## config.mk

```make
export PLATFORM = sky130hd
export DESIGN_NAME = alu_rsv_station
export DESIGN_NICKNAME = d
export VERILOG_FILES = /design/src/rtl/alu_rsv_station.sv
export SDC_FILE = /design/constraint.sdc
export NUM_CORES = 1
export LEC_CHECK = 0
export BUFFER_PORTS_ARGS = -buffer_cell sky130_fd_sc_hd__buf_2
export CAP_MARGIN = 20
export CORE_MARGIN = 3
export CORE_UTILIZATION = 53
export DETAILED_ROUTE_END_ITERATION = 10
export PLACE_DENSITY = 0.72
export SLEW_MARGIN = 20
export SYNTH_ARGS = -nofsm -noshare
export SYNTH_HDL_FRONTEND = slang
export SYNTH_SLANG_ARGS = --single-unit
```

## constraint.sdc

```tcl
create_clock -name clk -period 4.35 [get_ports clk]
set_input_delay 0.435 -clock clk [delete_from_list [all_inputs] [get_ports clk]]
set_output_delay 0.435 -clock clk [all_outputs]
set_load 0.01 [all_outputs]
```

## src/rtl/alu_rsv_station.sv

```systemverilog
// Integer reservation station feeding the ALU: holds micro-ops until operands arrive via CDB.
// Optional build macro RS_FLUSH_EN adds a flush input that empties the station.
module alu_rsv_station #(
    parameter int DEPTH = 4,
    parameter int TAG_W = 6,
    parameter int XLEN  = 32,
    localparam int CW   = $clog2(DEPTH + 1),
    localparam int IW   = $clog2(DEPTH)
) (
    input  logic             clk,
    input  logic             rst_n,
`ifdef RS_FLUSH_EN
    input  logic             flush,
`endif
    input  logic             disp_valid,
    output logic             disp_ready,
    input  logic [XLEN-1:0]  disp_op1,
    input  logic [TAG_W-1:0] disp_op1_tag,
    input  logic             disp_op1_rdy,
    input  logic [XLEN-1:0]  disp_op2,
    input  logic [TAG_W-1:0] disp_op2_tag,
    input  logic             disp_op2_rdy,
    input  logic [2:0]       disp_alu_ext,
    input  logic [2:0]       disp_funct3,
    input  logic [TAG_W-1:0] disp_tag,
    input  logic             cdb_valid,
    input  logic [TAG_W-1:0] cdb_tag,
    input  logic [XLEN-1:0]  cdb_data,
    output logic             iss_valid,
    output logic [XLEN-1:0]  iss_op1,
    output logic [XLEN-1:0]  iss_op2,
    output logic [2:0]       iss_alu_ext,
    output logic [2:0]       iss_funct3,
    output logic [TAG_W-1:0] iss_tag,
    output logic [CW-1:0]    rs_count
);

    logic [DEPTH-1:0] valid;
    logic [DEPTH-1:0] op1_rdy;
    logic [DEPTH-1:0] op2_rdy;
    logic [XLEN-1:0]  op1     [DEPTH];
    logic [XLEN-1:0]  op2     [DEPTH];
    logic [TAG_W-1:0] op1_tag [DEPTH];
    logic [TAG_W-1:0] op2_tag [DEPTH];
    logic [TAG_W-1:0] dst_tag [DEPTH];
    logic [2:0]       alu_ext [DEPTH];
    logic [2:0]       funct3  [DEPTH];

    logic          flush_now;
    logic          has_free;
    logic          has_sel;
    logic [IW-1:0] free_idx;
    logic [IW-1:0] sel_idx;
    logic [CW-1:0] count;
    logic          disp_fire;
    logic          byp1;
    logic          byp2;

`ifdef RS_FLUSH_EN
    assign flush_now = flush;
`else
    assign flush_now = 1'b0;
`endif

    // Free slot and issue pick both look only at registered state, lowest index first.
    always_comb begin
        has_free = 1'b0;
        has_sel  = 1'b0;
        free_idx = '0;
        sel_idx  = '0;
        count    = '0;
        for (int i = DEPTH - 1; i >= 0; i--) begin
            if (!valid[i]) begin
                has_free = 1'b1;
                free_idx = IW'(i);
            end
            if (valid[i] && op1_rdy[i] && op2_rdy[i]) begin
                has_sel = 1'b1;
                sel_idx = IW'(i);
            end
        end
        for (int i = 0; i < DEPTH; i++) begin
            count = count + CW'(valid[i]);
        end
    end

    assign rs_count   = count;
    assign disp_ready = (count != CW'(DEPTH));
    assign disp_fire  = disp_valid && disp_ready && has_free;
    assign byp1 = cdb_valid && !disp_op1_rdy && (cdb_tag == disp_op1_tag);
    assign byp2 = cdb_valid && !disp_op2_rdy && (cdb_tag == disp_op2_tag);

    always_ff @(posedge clk or negedge rst_n) begin
        if (!rst_n) begin
            valid   <= '0;
            op1_rdy <= '0;
            op2_rdy <= '0;
            for (int i = 0; i < DEPTH; i++) begin
                op1[i]     <= '0;
                op2[i]     <= '0;
                op1_tag[i] <= '0;
                op2_tag[i] <= '0;
                dst_tag[i] <= '0;
                alu_ext[i] <= '0;
                funct3[i]  <= '0;
            end
        end else begin
            for (int i = 0; i < DEPTH; i++) begin
                if (valid[i] && cdb_valid) begin
                    if (!op1_rdy[i] && op1_tag[i] == cdb_tag) begin
                        op1[i]     <= cdb_data;
                        op1_rdy[i] <= 1'b1;
                    end
                    if (!op2_rdy[i] && op2_tag[i] == cdb_tag) begin
                        op2[i]     <= cdb_data;
                        op2_rdy[i] <= 1'b1;
                    end
                end
            end
            if (has_sel) begin
                valid[sel_idx] <= 1'b0;
            end
            if (disp_fire) begin
                valid[free_idx]   <= 1'b1;
                op1[free_idx]     <= byp1 ? cdb_data : disp_op1;
                op1_rdy[free_idx] <= disp_op1_rdy || byp1;
                op1_tag[free_idx] <= disp_op1_tag;
                op2[free_idx]     <= byp2 ? cdb_data : disp_op2;
                op2_rdy[free_idx] <= disp_op2_rdy || byp2;
                op2_tag[free_idx] <= disp_op2_tag;
                dst_tag[free_idx] <= disp_tag;
                alu_ext[free_idx] <= disp_alu_ext;
                funct3[free_idx]  <= disp_funct3;
            end
            if (flush_now) begin
                valid <= '0;
            end
        end
    end

    // Issue registers: data fields hold when nothing issues.
    always_ff @(posedge clk or negedge rst_n) begin
        if (!rst_n) begin
            iss_valid   <= 1'b0;
            iss_op1     <= '0;
            iss_op2     <= '0;
            iss_alu_ext <= '0;
            iss_funct3  <= '0;
            iss_tag     <= '0;
        end else if (flush_now) begin
            iss_valid <= 1'b0;
        end else if (has_sel) begin
            iss_valid   <= 1'b1;
            iss_op1     <= op1[sel_idx];
            iss_op2     <= op2[sel_idx];
            iss_alu_ext <= alu_ext[sel_idx];
            iss_funct3  <= funct3[sel_idx];
            iss_tag     <= dst_tag[sel_idx];
        end else begin
            iss_valid <= 1'b0;
        end
    end

endmodule

```

-- Word level (Yosys, flattened, before mapping)
Cells that the tools add are included.
- add/sub/neg operators: 3
- $lt $le $gt $ge: 7
- eq/ne operators: 11
- mux-type cells: 91
- bitwise gates (word level): 5
- reductions and logical operators: 41
- operators with widths (operator ; number):
    $mux 32 ; 23
    $bwmux 128 ; 2
    $mux 128 ; 2
    $bmux 32 s2 ; 2
    $bwmux 24 ; 3
    $demux 32 s2 ; 1
    $eq 6x6->1 ; 10
    $logic_and 1x1->1 ; 29
    $mux 1 ; 27
    $bwmux 12 ; 2
    $mux 6 ; 3
    $mux 2 ; 8
    $mux 4 ; 4
    $mux 3 ; 5
    $bmux 3 s2 ; 2
    $bmux 6 s2 ; 1
    $demux 6 s2 ; 1
    $logic_not 1->1 ; 10
    $bwmux 4 ; 2
    $demux 3 s2 ; 1
    $ge 3x3->1 const B ; 2
    $lt 2x3->1 const B ; 2
    $not 2->3 ; 2
    $and 4x4->4 ; 1
    other kinds (10) ; 13
- bits in registers: 441
- input port bits: 132
- output and inout port bits: 81
- word-level logic and storage cells: 195

-- Logic depth before layout (Yosys ltp)
- depth in word-level cells: 15
- gate-level depth with buffers: 13
- depth with buffers taken out: 8

-- Worst setup path after synthesis
No wires, ideal clock.
- path type: register -> register
- from: register valid[1]
- to: register op2[76] (netlist name)
- setup time: 0.123 ns
- arrival: 2.981 ns
- required time: 4.227 ns
- setup slack: 1.246 ns
- stages on the path, launching flop included: 12
- buffers on the path: 3
- period minus slack after synthesis: 3.104 ns
- cell sequence: dfrtp_1 -> fa_1 -> ha_1 -> ha_1 -> or3b_1 -> buf_2 -> nand3_1 -> nor2_1 -> or2_2 -> clkbuf_1 -> clkbuf_1 -> o221a_2
- elaborated cells on any way between the ends: 20
- classes of those cells: 3 x add/sub; 2 x order compare; 1 x eq/ne; 9 x mux; 1 x bitwise; 4 x reduce/logical
- RTL lines (what ; line ; text):
    start, declared ; 38 ; logic [DEPTH-1:0] valid;
    start signal, assigned ; 95 ; valid <= '0;
    start signal, assigned by index ; 121 ; valid[sel_idx] <= 1'b0;
    start signal, assigned by index ; 124 ; valid[free_idx] <= 1'b1;
    $add 1x1->2 ; 83 ; count = count + CW'(valid[i]);
    $add 2x1->3 ; 83 ;
    $add 3x1->3 ; 83 ;
    via rs_count[1] ; 35 ; output logic [CW-1:0] rs_count
    $ne 3x3->1 ; 88 ; assign disp_ready = (count != CW'(DEPTH));
    via disp_ready ; 16 ; output logic disp_ready,
    $logic_and 1x1->1 (2 in series) ; 89 ; assign disp_fire = disp_valid && disp_ready && has_free;
    $mux 128 ; 123 ; if (disp_fire) begin
    end signal, assigned by index ; 115 ; op2[i] <= cdb_data;
    end signal, assigned by index ; 128 ; op2[free_idx] <= byp2 ? cdb_data : disp_op2;
    end, declared ; 42 ; logic [XLEN-1:0] op2 [DEPTH];
The timed path passes the listed nets, and every way through them passes these cells.
A chain may end at the register's enable or synchronous reset.

-- Final worst setup path
- from: register valid[1]
- to: register op2[74] (netlist name)
- longest elaborated chain between the ends: 9
- elaborated cells on any way between the ends: 20
- classes of those cells: 3 x add/sub; 2 x order compare; 1 x eq/ne; 9 x mux; 1 x bitwise; 4 x reduce/logical
- ends and longest elaborated chain (what ; line):
    branches (longest 8 deep; another with $add 2x1->3) ; --
    $mux 128 * ; 123
Mark *: on every way between the ends.

==> results.json <==
{
  "post_drt_wl_per_cell_um": 25.1,
  "min_period_ps": 3940,
  "tns_ps": 0,
  "io_pins": 213,
  "grt_max_degree": 100,
  "skew_ps": 20.2,
  "grt_usage_pct": 32.8,
  "max_freq_mhz": 254,
  "cts.sinks": 441,
  "drv_cap": 0,
  "cts_tree": "done",
  "slew_headroom_pct": 23.4,
  "antenna_found_initial": 5,
  "cp_num_buf_inv": 0,
  "die_x_um": 203,
  "numPortBuffers": 212,
  "clk_pin_slew_ps": 70,
  "rsz0062_at_grt": "false",
  "cts_root_buffer": "clkbuf_16",
  "worst_slack_ps": 408,
  "end_kind": "register",
  "clock_path_buffers": 3,
  "wl_met2_um": 30900,
  "core-area_sq_um": 37800,
  "crit_chain": "fa_1 -> ha_1 -> ha_1 -> or3b_1 -> nand3_1 -> nor2_4 -> or2_2 -> o221a_2",
  "postSynthCellCount": 2017,
  "cp.arrival_ps": 4450,
  "synthTopCellsByArea": "dfrtp_1, o221a_2, nand2_1",
  "hold_violations": 0,
  "place_hpwl_um": 40500,
  "cpPeakStageDelay_ps": 820,
  "via_per_inst": 6.59,
  "setup_viol": 0,
  "status": "finished clean",
  "synth.top_cell.area_share_pct": 53.9,
  "drt_wl_total_um": 67300,
  "synth.most_common_cell": "nand2_1",
  "route.met3.wl_um": 6790,
  "synth_edf_count": 0,
  "yosysWarnings": 0,
  "drc": 0,
  "required_ps": 4860,
  "start_util_pct": 54.1,
  "syn_to_final_growth_pct": 15.9,
  "synth_ff_type": "dfrtp_1",
  "final-max-slew-violation-count": 0,
  "ir_drop_mv": 0.879,
  "syn_area_sq_um": 20500,
  "first_iter_violations": 1908,
  "wl_met1_um": 27100,
  "synth.ff_latch_count": 441,
  "synth_top_area_cell": "dfrtp_1",
  "gp_congestion": 0.904,
  "die_h_um": 203,
  "fin_crit_sh_pct": 90.6,
  "ant_nets": 0,
  "crit_top_cell": "ha_1",
  "total_power_mw": 19.5,
  "grt_pass1_wl_um": 106000,
  "cpMaxStageDelayCell": "or2_2",
  "cts_made_buffers": 46,
  "highest_layer": "met5",
  "fin_nets": 2273,
  "cp_top_family": "simple AND/OR/NAND/NOR gates",
  "tightest_slew_ps": 1150,
  "synth.avg_cell_area_sq_um": 10.1,
  "layout-drive-gt1-share_pct": 23.9,
  "synthDistinctLibCells": 55,
  "worst-path-max-fanout": 32,
  "insertion_delay_ps": 580,
  "p_per_area_nw_per_um2": 821,
  "hold_class": "in -> reg",
  "async_reset_ff_share_pct": 100,
  "die-area_sq_um": 41000,
  "synth_seq_area_share_pct": 53.9,
  "num_vias": 17700,
  "rows": 71,
  "synth_common_cells": "nand2_1, dfrtp_1, or3_1, o221a_2, clkbuf_1",
  "syn_nets": 2152,
  "htree_levels": 2,
  "grt_pass1_vias": 18100,
  "critPathLaunchType": "register",
  "cts_resized": 0,
  "criticalPathCategory": "reg -> reg",
  "dr.pass1.iters": 6,
  "p_leak_nw": 10.1,
  "place_ws_ps": 487,
  "globalRouteOverflowTotal": 0
}
==> flip-flops by register name, indices dropped and copies added (netlist names) <==
register and flops:
iss_funct3 3, op1_tag 24, valid 4, op2_tag 24
iss_alu_ext 3, iss_op2 32, op2_rdy 4, op1 128
iss_op1 32, alu_ext 12, iss_valid 1, dst_tag 24
iss_tag 6, op2 128, funct3 12, op1_rdy 4
==> routing by layer <==
| metal | global-route usage, % | vias up |
|---|---|---|
| met4 | 12.4 | 8 |
| met5 | 0 | - |
| met1 | 45.6 | 8864 |
| met2 | 51.0 | 1011 |
| met3 | 7.46 | 192 |
| li1 | - | 7625 |
==> logic make-up after synthesis <==
kind of cell / count (synthesis) / share of synthesized area, %
compound gates: 502 / 21.1
xor+xnor: 58 / 2.48
fa+ha+maj: 3 / 0.220
buf+inv: 214 / 4.41
flops: 441 / 53.9
simple gates: 799 / 17.9
==> path summary, 6_finish.rpt <==
| kind | from | end | slack, ps | cells after the start |
|---|---|---|---|---|
| min in group asynchronous | rst_n | iss_op1[5] | 510 | 2 |
| max | valid[1] | op2[74] | 410 | 8 |
| max reg2reg | valid[1] | op2[74] | 410 | 8 |
| min reg2reg | funct3[10] | funct3[10] | 470 | 2 |
| min | disp_alu_ext[2] | alu_ext[2] | 100 | 3 |
| max in group asynchronous | rst_n | op2[21] | 2560 | 3 |
==> report_power, final <==
group | switching (mW) | total (mW) | internal (mW)
combinational | 4.38 | 7.68 | 3.30
clock | 1.71 | 4.34 | 2.63
sequential | 1.28 | 7.45 | 6.16
total | 7.37 | 19.5 | 12.1
==> final cells by class <==
class / count / area, sq um
repair buffers: 252 / 1510
clock buffers: 64 / 1380
inverters: 35 / 131
diodes: 1 / 2.50
well taps: 511 / 639
flip-flops and latches: 441 / 11000
multi-input cells: 1362 / 8740
clock inverters: 19 / 289
fillers: 3055 / 14100
==> stage by stage <==
stage,cell area (sq um),util (%),std cells,hold WS (ps)
CTS,23700,62.6,2682,74.4
detailed placement,22000,58.1,2598,462
global placement,22000,58.0,2597,457
global route,23700,62.7,2685,88.9
floorplan,20500,-,2017,139
finish,23700,62.7,2685,97.5
==> worst min-delay path, stage by stage <==
cell and delay, ps:
buf_2 120, nand2_1 50, nand2_1 50
==> timing repair <==
item / CTS / global route
setup buffers: 0 / 0
endpoints found under the hold margin: 94 / 0
hold buffers: 1 / 0
==> placed cells by master (no fill, tap or decap), types with 10 or more instances in the layout <==
master and n:
clkbuf_8 10, nor2_1 84, nand2b_1 33, or3_1 161, o221ai_1 76, buf_2 211
o221a_2 154, a21oi_1 68, clkbuf_16 49, nor3_1 13, nand2_1 449, dfrtp_1 441
xor2_1 12, a31oi_1 76, o221a_1 38, o22ai_1 32, xnor2_1 46, buf_4 30
inv_1 35, o32ai_1 32, nand3_1 15
(Power assumes the default switching activity.)
